`src/rtl/ahb_mem_slave.sv`:
```
// AHB-Lite slave bridging pipelined transfers onto a word-wide data memory port.
// Define AHB_MEM_SUBWORD_EN to accept byte/half transfers (writes become read-modify-write).
module ahb_mem_slave #(
    parameter int MEM_BYTES   = 1024,
    parameter int WAIT_STATES = 0
) (
    input  logic        clk,
    input  logic        rst,
    input  logic        HSEL,
    input  logic [31:0] HADDR,
    input  logic [1:0]  HTRANS,
    input  logic        HWRITE,
    input  logic [2:0]  HSIZE,
    input  logic [31:0] HWDATA,
    input  logic        HREADY,
    output logic [31:0] HRDATA,
    output logic        HREADYOUT,
    output logic        HRESP,
    output logic        wr_en_ram,
    output logic        rd_en_ram,
    output logic [31:0] address_ram,
    output logic [31:0] store_data,
    input  logic [31:0] read_data
);

    localparam int AW = $clog2(MEM_BYTES);

    localparam logic [1:0] ST_IDLE   = 2'd0;
    localparam logic [1:0] ST_ACCESS = 2'd1;
    localparam logic [1:0] ST_ERR1   = 2'd2;
    localparam logic [1:0] ST_ERR2   = 2'd3;

    localparam logic [2:0] SZ_BYTE = 3'b000;
    localparam logic [2:0] SZ_HALF = 3'b001;
    localparam logic [2:0] SZ_WORD = 3'b010;

    localparam logic [3:0] WAIT_INIT = 4'(WAIT_STATES);

`ifdef AHB_MEM_SUBWORD_EN
    localparam logic SUBWORD_EN = 1'b1;
`else
    localparam logic SUBWORD_EN = 1'b0;
`endif

    // Replace only the addressed byte lanes of the old memory word.
    function automatic logic [31:0] merge_lanes(
        input logic [31:0] old_word,
        input logic [31:0] new_word,
        input logic [2:0]  size,
        input logic [1:0]  lane
    );
        logic [31:0] mask;
        case (size)
            SZ_BYTE: mask = 32'h0000_00FF << {lane, 3'b000};
            SZ_HALF: mask = lane[1] ? 32'hFFFF_0000 : 32'h0000_FFFF;
            default: mask = 32'hFFFF_FFFF;
        endcase
        return (old_word & ~mask) | (new_word & mask);
    endfunction

    logic [1:0]    state_r;
    logic [3:0]    cnt_r;
    logic [AW-1:0] offset_r;
    logic          write_r;
    logic [2:0]    size_r;
    logic          hreadyout_r;
    logic          hresp_r;

    logic          final_s;
    logic          ready_s;
    logic          accept_s;
    logic          err_s;
    logic [1:0]    state_next_s;
    logic [3:0]    cnt_next_s;
    logic          hreadyout_next_s;
    logic          hresp_next_s;
    logic          unused_s;

    assign unused_s = HTRANS[0];

    assign final_s  = (state_r == ST_ACCESS) && (cnt_r == 4'd0);
    assign ready_s  = (state_r == ST_IDLE) || (state_r == ST_ERR2) || final_s;
    assign accept_s = ready_s && HSEL && HREADY && HTRANS[1];

    // Address-phase legality check.
    always_comb begin
        err_s = 1'b0;
        if (HADDR[31:AW] != '0) begin
            err_s = 1'b1;
        end else if (HSIZE > SZ_WORD) begin
            err_s = 1'b1;
        end else if ((HSIZE == SZ_HALF) && HADDR[0]) begin
            err_s = 1'b1;
        end else if ((HSIZE == SZ_WORD) && (HADDR[1:0] != 2'b00)) begin
            err_s = 1'b1;
        end else if (!SUBWORD_EN && (HSIZE != SZ_WORD)) begin
            err_s = 1'b1;
        end else begin
            err_s = 1'b0;
        end
    end

    // Next state, wait counter and the registered bus response.
    always_comb begin
        state_next_s = ST_IDLE;
        cnt_next_s   = 4'd0;
        if (accept_s) begin
            if (err_s) begin
                state_next_s = ST_ERR1;
                cnt_next_s   = 4'd0;
            end else begin
                state_next_s = ST_ACCESS;
                cnt_next_s   = WAIT_INIT;
            end
        end else begin
            case (state_r)
                ST_ACCESS: begin
                    if (cnt_r != 4'd0) begin
                        state_next_s = ST_ACCESS;
                        cnt_next_s   = cnt_r - 4'd1;
                    end else begin
                        state_next_s = ST_IDLE;
                        cnt_next_s   = 4'd0;
                    end
                end
                ST_ERR1: begin
                    state_next_s = ST_ERR2;
                    cnt_next_s   = 4'd0;
                end
                default: begin
                    state_next_s = ST_IDLE;
                    cnt_next_s   = 4'd0;
                end
            endcase
        end
        hreadyout_next_s = !((state_next_s == ST_ERR1) ||
                             ((state_next_s == ST_ACCESS) && (cnt_next_s != 4'd0)));
        hresp_next_s     = (state_next_s == ST_ERR1) || (state_next_s == ST_ERR2);
    end

    // State, counter, captured address phase and bus response registers.
    always_ff @(posedge clk) begin
        if (rst) begin
            state_r     <= ST_IDLE;
            cnt_r       <= 4'd0;
            offset_r    <= '0;
            write_r     <= 1'b0;
            size_r      <= SZ_WORD;
            hreadyout_r <= 1'b1;
            hresp_r     <= 1'b0;
        end else begin
            state_r     <= state_next_s;
            cnt_r       <= cnt_next_s;
            hreadyout_r <= hreadyout_next_s;
            hresp_r     <= hresp_next_s;
            if (accept_s) begin
                offset_r <= HADDR[AW-1:0];
                write_r  <= HWRITE;
                size_r   <= HSIZE;
            end else begin
                offset_r <= offset_r;
                write_r  <= write_r;
                size_r   <= size_r;
            end
        end
    end

    assign HREADYOUT = hreadyout_r;
    assign HRESP     = hresp_r;

    // Memory port and read data; the write strobe is masked by reset so a pending write is dropped.
    always_comb begin
        rd_en_ram   = 1'b0;
        wr_en_ram   = 1'b0;
        address_ram = 32'h0000_0000;
        store_data  = 32'h0000_0000;
        HRDATA      = 32'h0000_0000;
        if (state_r == ST_ACCESS) begin
            address_ram = 32'({offset_r[AW-1:2], 2'b00});
            if (write_r) begin
                rd_en_ram = final_s && (size_r != SZ_WORD);
                wr_en_ram = final_s && !rst;
                if (final_s) begin
                    store_data = merge_lanes(read_data, HWDATA, size_r, offset_r[1:0]);
                end else begin
                    store_data = 32'h0000_0000;
                end
            end else begin
                rd_en_ram = 1'b1;
                if (final_s) begin
                    HRDATA = read_data;
                end else begin
                    HRDATA = 32'h0000_0000;
                end
            end
        end else begin
            rd_en_ram = 1'b0;
        end
    end

endmodule
```
`config.mk`:
```
export PLATFORM = sky130hd
export DESIGN_NAME = ahb_mem_slave
export DESIGN_NICKNAME = d
export VERILOG_FILES = /design/src/rtl/ahb_mem_slave.sv
export SDC_FILE = /design/constraint.sdc
export NUM_CORES = 1
export LEC_CHECK = 0
export ABC_AREA = 1
export CAP_MARGIN = 5
export CORE_ASPECT_RATIO = 1.1
export CORE_MARGIN = 3
export CORE_UTILIZATION = 27
export DETAILED_ROUTE_END_ITERATION = 7
export GPL_ROUTABILITY_DRIVEN = 0
export HOLD_SLACK_MARGIN = 0.02
export PLACE_DENSITY = 0.85
export SYNTH_ARGS = -nofsm -noshare
export SYNTH_HDL_FRONTEND = slang
export SYNTH_SLANG_ARGS = --single-unit
```
`constraint.sdc`:
```
create_clock -name clk -period 1.89 [get_ports clk]
set_clock_uncertainty 0.15 [all_clocks]
set_input_delay 0.567 -clock clk [delete_from_list [all_inputs] [get_ports clk]]
set_output_delay 0.567 -clock clk [all_outputs]
set_load 0.005 [all_outputs]
```
==> results of run 1 <==
## critical path, cell delays in order, from the launching register on
cell	delay (ns)
dfxtp_2	0.32
inv_2	0.07
ha_4	0.15
nand3_4	0.08
nor2_4	0.15
buf_6	0.14
buf_12	0.14
o21ai_2	0.06
a21oi_1	0.14
buf_2	0.16
## metrics by stage
stage | cells | total power, µW
4_1_cts | 647 | 1380
3_5_place_dp | 623 | 911.9
6_report | 653 | 1407
3_3_place_gp | 623 | 901.7
2_1_floorplan | 365 | 664.2
5_1_grt | 653 | 1466
## worst max-delay path by stage
stage	end	from	slack (ns)
detailed placement	store_data[1]	HWDATA[1]	-0.66
finish	store_data[26]	cnt_r[1]	-0.51
floorplan	store_data[28]	cnt_r[1]	-0.02
global placement	store_data[1]	HWDATA[1]	-0.69
CTS	store_data[31]	state_r[1]	-0.54
global route	store_data[26]	cnt_r[1]	-0.60
## kinds of logic after synthesis
group           Yosys count
compound gates           90
xor+xnor                  1
fa+ha+maj                 4
buf+inv                  98
flops                    22
other cells               1
simple gates            126
## sequential cells by signal (all words and copies together), names as in the netlist
name	cells
state_r	2
size_r	3
cnt_r	4
HREADYOUT	1
write_r	1
HRESP	1
offset_r	10
## final cells by class
cell class | count | area (µm²)
Clock inverter | 1 | 30.03
Timing Repair Buffer | 239 | 2200
Fill cell | 596 | 2435
Clock buffer | 3 | 41.29
Inverter | 58 | 217.7
Tap cell | 85 | 106.4
Sequential cell | 22 | 447.9
Multi-Input combinational cell | 245 | 1689
## Yosys cell counts
master,count
and2_0,1
nand2_4,2
nand3b_1,1
inv_2,1
buf_1,1
inv_1,57
nor2_2,1
nor4_1,2
nor3_1,1
nor2_1,77
nand2_2,2
xor2_1,1
nand3_1,5
conb_1,1
a21oi_1,37
a21oi_2,2
dfxtp_1,22
a21oi_4,2
o21ai_1,7
o21ai_0,41
clkbuf_1,4
nor2_4,1
ha_1,4
nand4_1,1
nand2_1,29
o22ai_1,1
and3_2,1
nor3b_1,1
buf_2,5
nand3_4,1
buf_4,27
buf_6,3
## power groups by stage
| stage | Clock, µW | Sequential [µW] | Combinational, µW |
|---|---|---|---|
| floorplan | 0 | 503 | 161 |
| global placement | 0 | 502 | 400 |
| detailed placement | 0 | 503 | 409 |
| CTS | 438 | 494 | 447 |
| global route | 450 | 498 | 518 |
| finish | 431 | 495 | 480 |
## what timing repair did
| item | 4_1_cts | 5_1_grt |
|---|---|---|
| setup endpoints to repair | 74 | 77 |
| cloned | 5 | 1 |
| resized for setup | 413 | 105 |
| pin swaps | 7 | 17 |
| buffers inserted | 16 | 10 |
## metal layers
layer	GRT usage, %	share of wire, %	vias to the layer above
met5	0	0	-
met4	5.698	1.8	0
met3	2.981	6.7	14
met2	38.74	55	143
met1	20.91	36	1360
li1	-	-	1472
==> flow_summary_export.csv, run 1 <==
group,metric,value,unit
clock_tree,clkSlewWorstSetupHoldPaths,0.08,ns
clock_tree,cts-root-buf,"clkbuf_8",
global_routing,grtUsageTotal,19.86,%
global_routing,gr-total-overflow,0,
detailed_routing,drc,0,
placed_design,post-dp-hpwl,6.680,mm
pwr,pwr-share-seq,35.2,%
floorplan,dieArea,0.008589,mm²
cells_and_area,final_area,0.004732,mm²
status,status,"complete, but fails checks",
yosys,yosys_warnings,0,
yosys,post_synth_and_or_nand_nor_area_fraction,26.90,%
cells_and_area,area_growth,133.3,%
yosys,avgSynthCellArea,5.930,µm²
critical_path,crit_path_start_kind,"flip-flop",
global_routing,grt_antenna_before_repair,0,
critical_path,path_max_fanout,8,
cells_and_area,final_common_cell,"clkdlybuf4s50_1",
critical_path,arrival,1.68,ns
floorplan,dieHeight,96.90,µm
placed_design,port_buffers,180,
pwr,clkPwrFrac,30.7,%
pwr,p_sw_share,25.68,%
clock_tree,cts_tree,"built",
timing,setup_viol,74,
floorplan,core,0.007167,mm²
yosys,ys_ff_latch,22,
yosys,netlist_instances,342,
global_routing,grt_pass1_vias,2899,
placed_design,post_dp_cell_area,0.004068,mm²
yosys,synth_top_area_share,21.71,%
cells_and_area,drive_above_1_share,46.48,%
worst_hold_path,whs_path_depth,2,
detailed_routing,final_antenna_net_count,0,
yosys,synth_top_family_by_area,"simple AND/OR/NAND/NOR gates",
critical_path,cp-end-kind,"output pin",
cells_and_area,nNetsFinal,679,
critical_path,timing_worst_setup_path_type,"flip-flop to output pin",
timing,rsz0062_at_grt,"true",
timing,finalCriticalPeriod,2.402,ns
detailed_routing,routed_wl,9.433,mm
worst_hold_path,worstHoldStart,"offset_r[5]",
clock_tree,insertion_delay,0.26,ns
floorplan,io_pins,206,
status,violations,"setup timing",
floorplan,core.rowCount,32,
global_routing,grt_max_degree,19,
yosys,synth_area,0.002028,mm²
yosys,synthAdderAreaFrac,2.468,%
worst_hold_path,hold_end,"offset_r[5]",
cells_and_area,layout_common_cells,"clkdlybuf4s50_1, buf_2, inv_1, nor2_1, buf_4",
pwr,pwr-share-comb,34.1,%
critical_path,r2r-end,"HREADYOUT",
pwr,power.internal,1046,µW
cells_and_area,n_antenna_cell,0,
clock_tree,clockBufferDepth,2,
yosys,ys_seq_area_share,21.71,%
yosys,synthMuxAreaShare,0,%
pwr,vdd_drop_max,377.7,µV
pwr,cellPowerDensity,297.3,mW/mm²
detailed_routing,wl_per_cell,14.45,µm
worst_hold_path,holdCritPathClass,"flip-flop to flip-flop",
global_routing,grt_pass1_wl,13.82,mm
yosys,synth_top_area_cell,"dfxtp_1",
clock_tree,postCtsHoldBufs,0,
pwr,leakage,0.002270,µW
critical_path,reg2reg_from,"cnt_r[1]",
placed_design,dp_slack,-0.6634,ns
yosys,synth_xor_area_share,0.4318,%
job,drv_cap,0,
yosys,synth_cell_types,32,
timing,hold_violations,0,
pwr,p_switching,361.2,µW
timing,slew_violations,0,
cells_and_area,fin_util,66.03,%
yosys,synth_compound_area_share,23.75,%
timing,fin_ws,-0.5118,ns
detailed_routing,viasPerCell,4.577,
yosys,yosys-top-cells-area,"dfxtp_1, nor2_1, inv_1",
timing,fin_crit_sh,127.1,%
detailed_routing,drt_iter0_markers,59,
timing,setup-tns-final,-29.69,ns
clock_tree,cts_sinks,22,
timing,max_freq,416.4,MHz
clock_tree,h-tree-depth,1,
critical_path,rr_worst_depth,14,
timing,holdWs,0.3518,ns
detailed_routing,dr_total_vias,2989,
floorplan,start_util,28.30,%
detailed_routing,drtPass1Iterations,5,
floorplan,fp.dieW,88.64,µm
critical_path,crit_required,1.17,ns
critical_path,rrSetupSlack,0.06,ns
clock_tree,numCtsBuffers,3,
Note: power is estimated with default switching activity, not from simulation.
==> inputs of run 2 (changes only) <==
--- a/config.mk
+++ b/config.mk
@@ -7,7 +7,6 @@
 export LEC_CHECK = 0
 export ABC_AREA = 1
 export CAP_MARGIN = 5
-export CORE_ASPECT_RATIO = 1.1
 export CORE_MARGIN = 3
 export CORE_UTILIZATION = 27
 export DETAILED_ROUTE_END_ITERATION = 7
==> run 2 against run 1 <==
  * Register-to-register slack better by 0.04 ns
  * The flow still finishes with violations (setup timing)
  * Combinational power shrank 7.1%
  * Critical endpoint is now store_data[30]
  * Core utilization shrank 3.1 points
  * Largest power group unchanged
==> flow_summary_export.csv, run 2 (synthesis results as in run 1) <==
group,metric,value,unit
critical_path,crit_path_start_kind,"flip-flop",
clock_tree,insertion_delay,0.26,ns
pwr,pwr-share-comb,34.9,%
worst_hold_path,worstHoldStart,"offset_r[9]",
critical_path,arrival,1.65,ns
cells_and_area,reg.largest.list,"offset_r x10, cnt_r x4, size_r x3",
global_routing,grtUsageTotal,19.70,%
critical_path,path_max_fanout,13,
critical_path,path_cells,"inv_2, ha_4, nand3_4, nor2_4, buf_8, o21ai_1, a21oi_1, buf_2",
timing,setup_viol,74,
detailed_routing,wl_per_cell,14.57,µm
critical_path,reg2reg_from,"state_r[1]",
job,drv_cap,0,
timing,slew_violations,0,
timing,hold_violations,0,
cells_and_area,largest_reg_flops,10,
floorplan,core.rowCount,30,
critical_path,crit_slowest_cell,"dfxtp_2",
worst_hold_path,holdCritPathClass,"flip-flop to flip-flop",
cells_and_area,drive_above_1_share,40.29,%
clock_tree,cts_sinks,22,
placed_design,post-dp-hpwl,6.674,mm
pwr,vdd_drop_max,383.4,µV
pwr,clkPwrFrac,26.2,%
clock_tree,postCtsHoldBufs,0,
floorplan,core,0.007019,mm²
worst_hold_path,hold_end,"offset_r[9]",
status,status,"complete, but fails checks",
critical_path,cpPeakStageDelay,0.33,ns
cells_and_area,area_growth,117.9,%
cells_and_area,n_antenna_cell,0,
critical_path,crit_required,1.17,ns
detailed_routing,final_antenna_net_count,0,
timing,fin_crit_sh,125.5,%
cells_and_area,layout_common_cells,"clkdlybuf4s50_1, buf_2, nor2_1, inv_1, a21oi_1",
detailed_routing,drc,0,
global_routing,grt_max_degree,17,
floorplan,dieArea,0.008588,mm²
pwr,pwr-share-seq,38.9,%
placed_design,dp_cells,629,
floorplan,dieHeight,92.67,µm
clock_tree,clockBufferDepth,2,
timing,fin_ws,-0.4813,ns
pwr,p_switching,340.6,µW
critical_path,r2r-end,"HREADYOUT",
timing,max_freq,421.7,MHz
timing,rsz0062_at_grt,"true",
global_routing,grt_pass1_vias,2914,
cells_and_area,top_register,"offset_r",
detailed_routing,routed_wl,9.501,mm
cells_and_area,nNetsFinal,667,
detailed_routing,drt_iter0_markers,43,
clock_tree,h-tree-depth,1,
cells_and_area,final_common_cell,"clkdlybuf4s50_1",
timing,finalCriticalPeriod,2.371,ns
floorplan,start_util,28.89,%
floorplan,io_pins,206,
cells_and_area,n_fill_cell,612,
cells_and_area,fin_util,62.96,%
clock_tree,cts-root-buf,"clkbuf_8",
critical_path,crit_family,"buffers and inverters",
critical_path,cp-end-kind,"output pin",
cells_and_area,multiInputGateArea,0.001475,mm²
detailed_routing,dr_total_vias,2954,
detailed_routing,viasPerCell,4.531,
critical_path,timing_worst_setup_path_type,"flip-flop to output pin",
global_routing,grt_pass1_wl,13.71,mm
critical_path,crit_start,"cnt_r[0]",
critical_path,rrSetupSlack,0.10,ns
clock_tree,cts_tree,"built",
global_routing,grt_antenna_before_repair,0,
cells_and_area,final_cells,652,
pwr,p_sw_share,26.64,%
worst_hold_path,whs_path_depth,2,
placed_design,dp_slack,-0.6279,ns
pwr,leakage,0.002233,µW
critical_path,rr_worst_depth,13,
clock_tree,numCtsBuffers,3,
critical_path,crit_buf_inv,3,
pwr,power.internal,937.8,µW
floorplan,fp.dieW,92.67,µm
global_routing,gr-total-overflow,0,
pwr,cellPowerDensity,289.3,mW/mm²
status,violations,"setup timing",
cells_and_area,seq_area,444.2,µm²
placed_design,port_buffers,180,
detailed_routing,drtPass1Iterations,4,
clock_tree,clkSlewWorstSetupHoldPaths,0.08,ns
==> run 2: worst min-delay path: cells and delay by family (launching register included) <==
family        cells  cell delay, ns
flops             1            0.32
simple gates      2            0.15
==> run 2: layer usage <==
layer	share of wire (%)	wire length, µm	track usage, %
met1	36	3398	20.33
met2	55	5197	39.40
met3	7.3	697	3.737
met4	2.2	207	6.105
met5	0	0	0
==> run 2: timing repair <==
item                                    CTS  global route
resized for setup                       330           101
endpoints found under the setup margin   74            78
buffers inserted                         13             4
gates cloned                              5             1
pin swaps                                 7            14
==> run 2: stage by stage <==
step | cell area (µm²) | hold WS (ns) | total power (µW) | setup TNS [ns]
2_1_floorplan | 2131 | 0.2937 | 664.2 | -0.2741
3_3_place_gp | 4044 | 0.3131 | 898.0 | -38.39
3_5_place_dp | 4044 | 0.3250 | 907.5 | -39.45
4_1_cts | 4300 | 0.3464 | 1250 | -31.31
5_1_grt | 4419 | 0.3834 | 1334 | -34.96
6_report | 4419 | 0.3536 | 1278 | -28.89
==> run 2: area by class of cell <==
class / count / share of cell area [%]
inverters: 58 / 4.926
repair buffers: 227 / 47.68
well taps: 96 / 2.718
multi-input cells: 245 / 33.38
flip-flops and latches: 22 / 10.05
clock buffers: 4 / 1.246
==> run 2: how the worst max path moves through the flow <==
stage                           endpoint  slack [ns]  cells after the start
after global placement     store_data[8]       -0.67                      4
after CTS                 store_data[30]       -0.54                      9
after global routing      store_data[30]       -0.57                      8
final                     store_data[30]       -0.48                      8
after floorplan           store_data[28]       -0.02                      7
after detailed placement   store_data[8]       -0.63                      4
==> run 2: power groups by stage <==
| stage | registers [µW] | logic, µW | clock network [µW] |
|---|---|---|---|
| 2_1_floorplan | 503 | 161 | 0 |
| 3_3_place_gp | 502 | 396 | 0 |
| 3_5_place_dp | 503 | 404 | 0 |
| 4_1_cts | 494 | 423 | 333 |
| 5_1_grt | 500 | 480 | 355 |
| 6_report | 498 | 446 | 335 |
==> inputs of run 3 (changes only) <==
--- a/config.mk
+++ b/config.mk
@@ -9,10 +9,12 @@
 export CAP_MARGIN = 5
 export CORE_MARGIN = 3
 export CORE_UTILIZATION = 27
+export CTS_BUF_LIST = sky130_fd_sc_hd__clkbuf_8
 export DETAILED_ROUTE_END_ITERATION = 7
 export GPL_ROUTABILITY_DRIVEN = 0
 export HOLD_SLACK_MARGIN = 0.02
 export PLACE_DENSITY = 0.85
+export SLEW_MARGIN = 20
 export SYNTH_ARGS = -nofsm -noshare
 export SYNTH_HDL_FRONTEND = slang
 export SYNTH_SLANG_ARGS = --single-unit
==> results of run 3 <==
No change in the layout: final DEF, timing and power equal those of run 2.
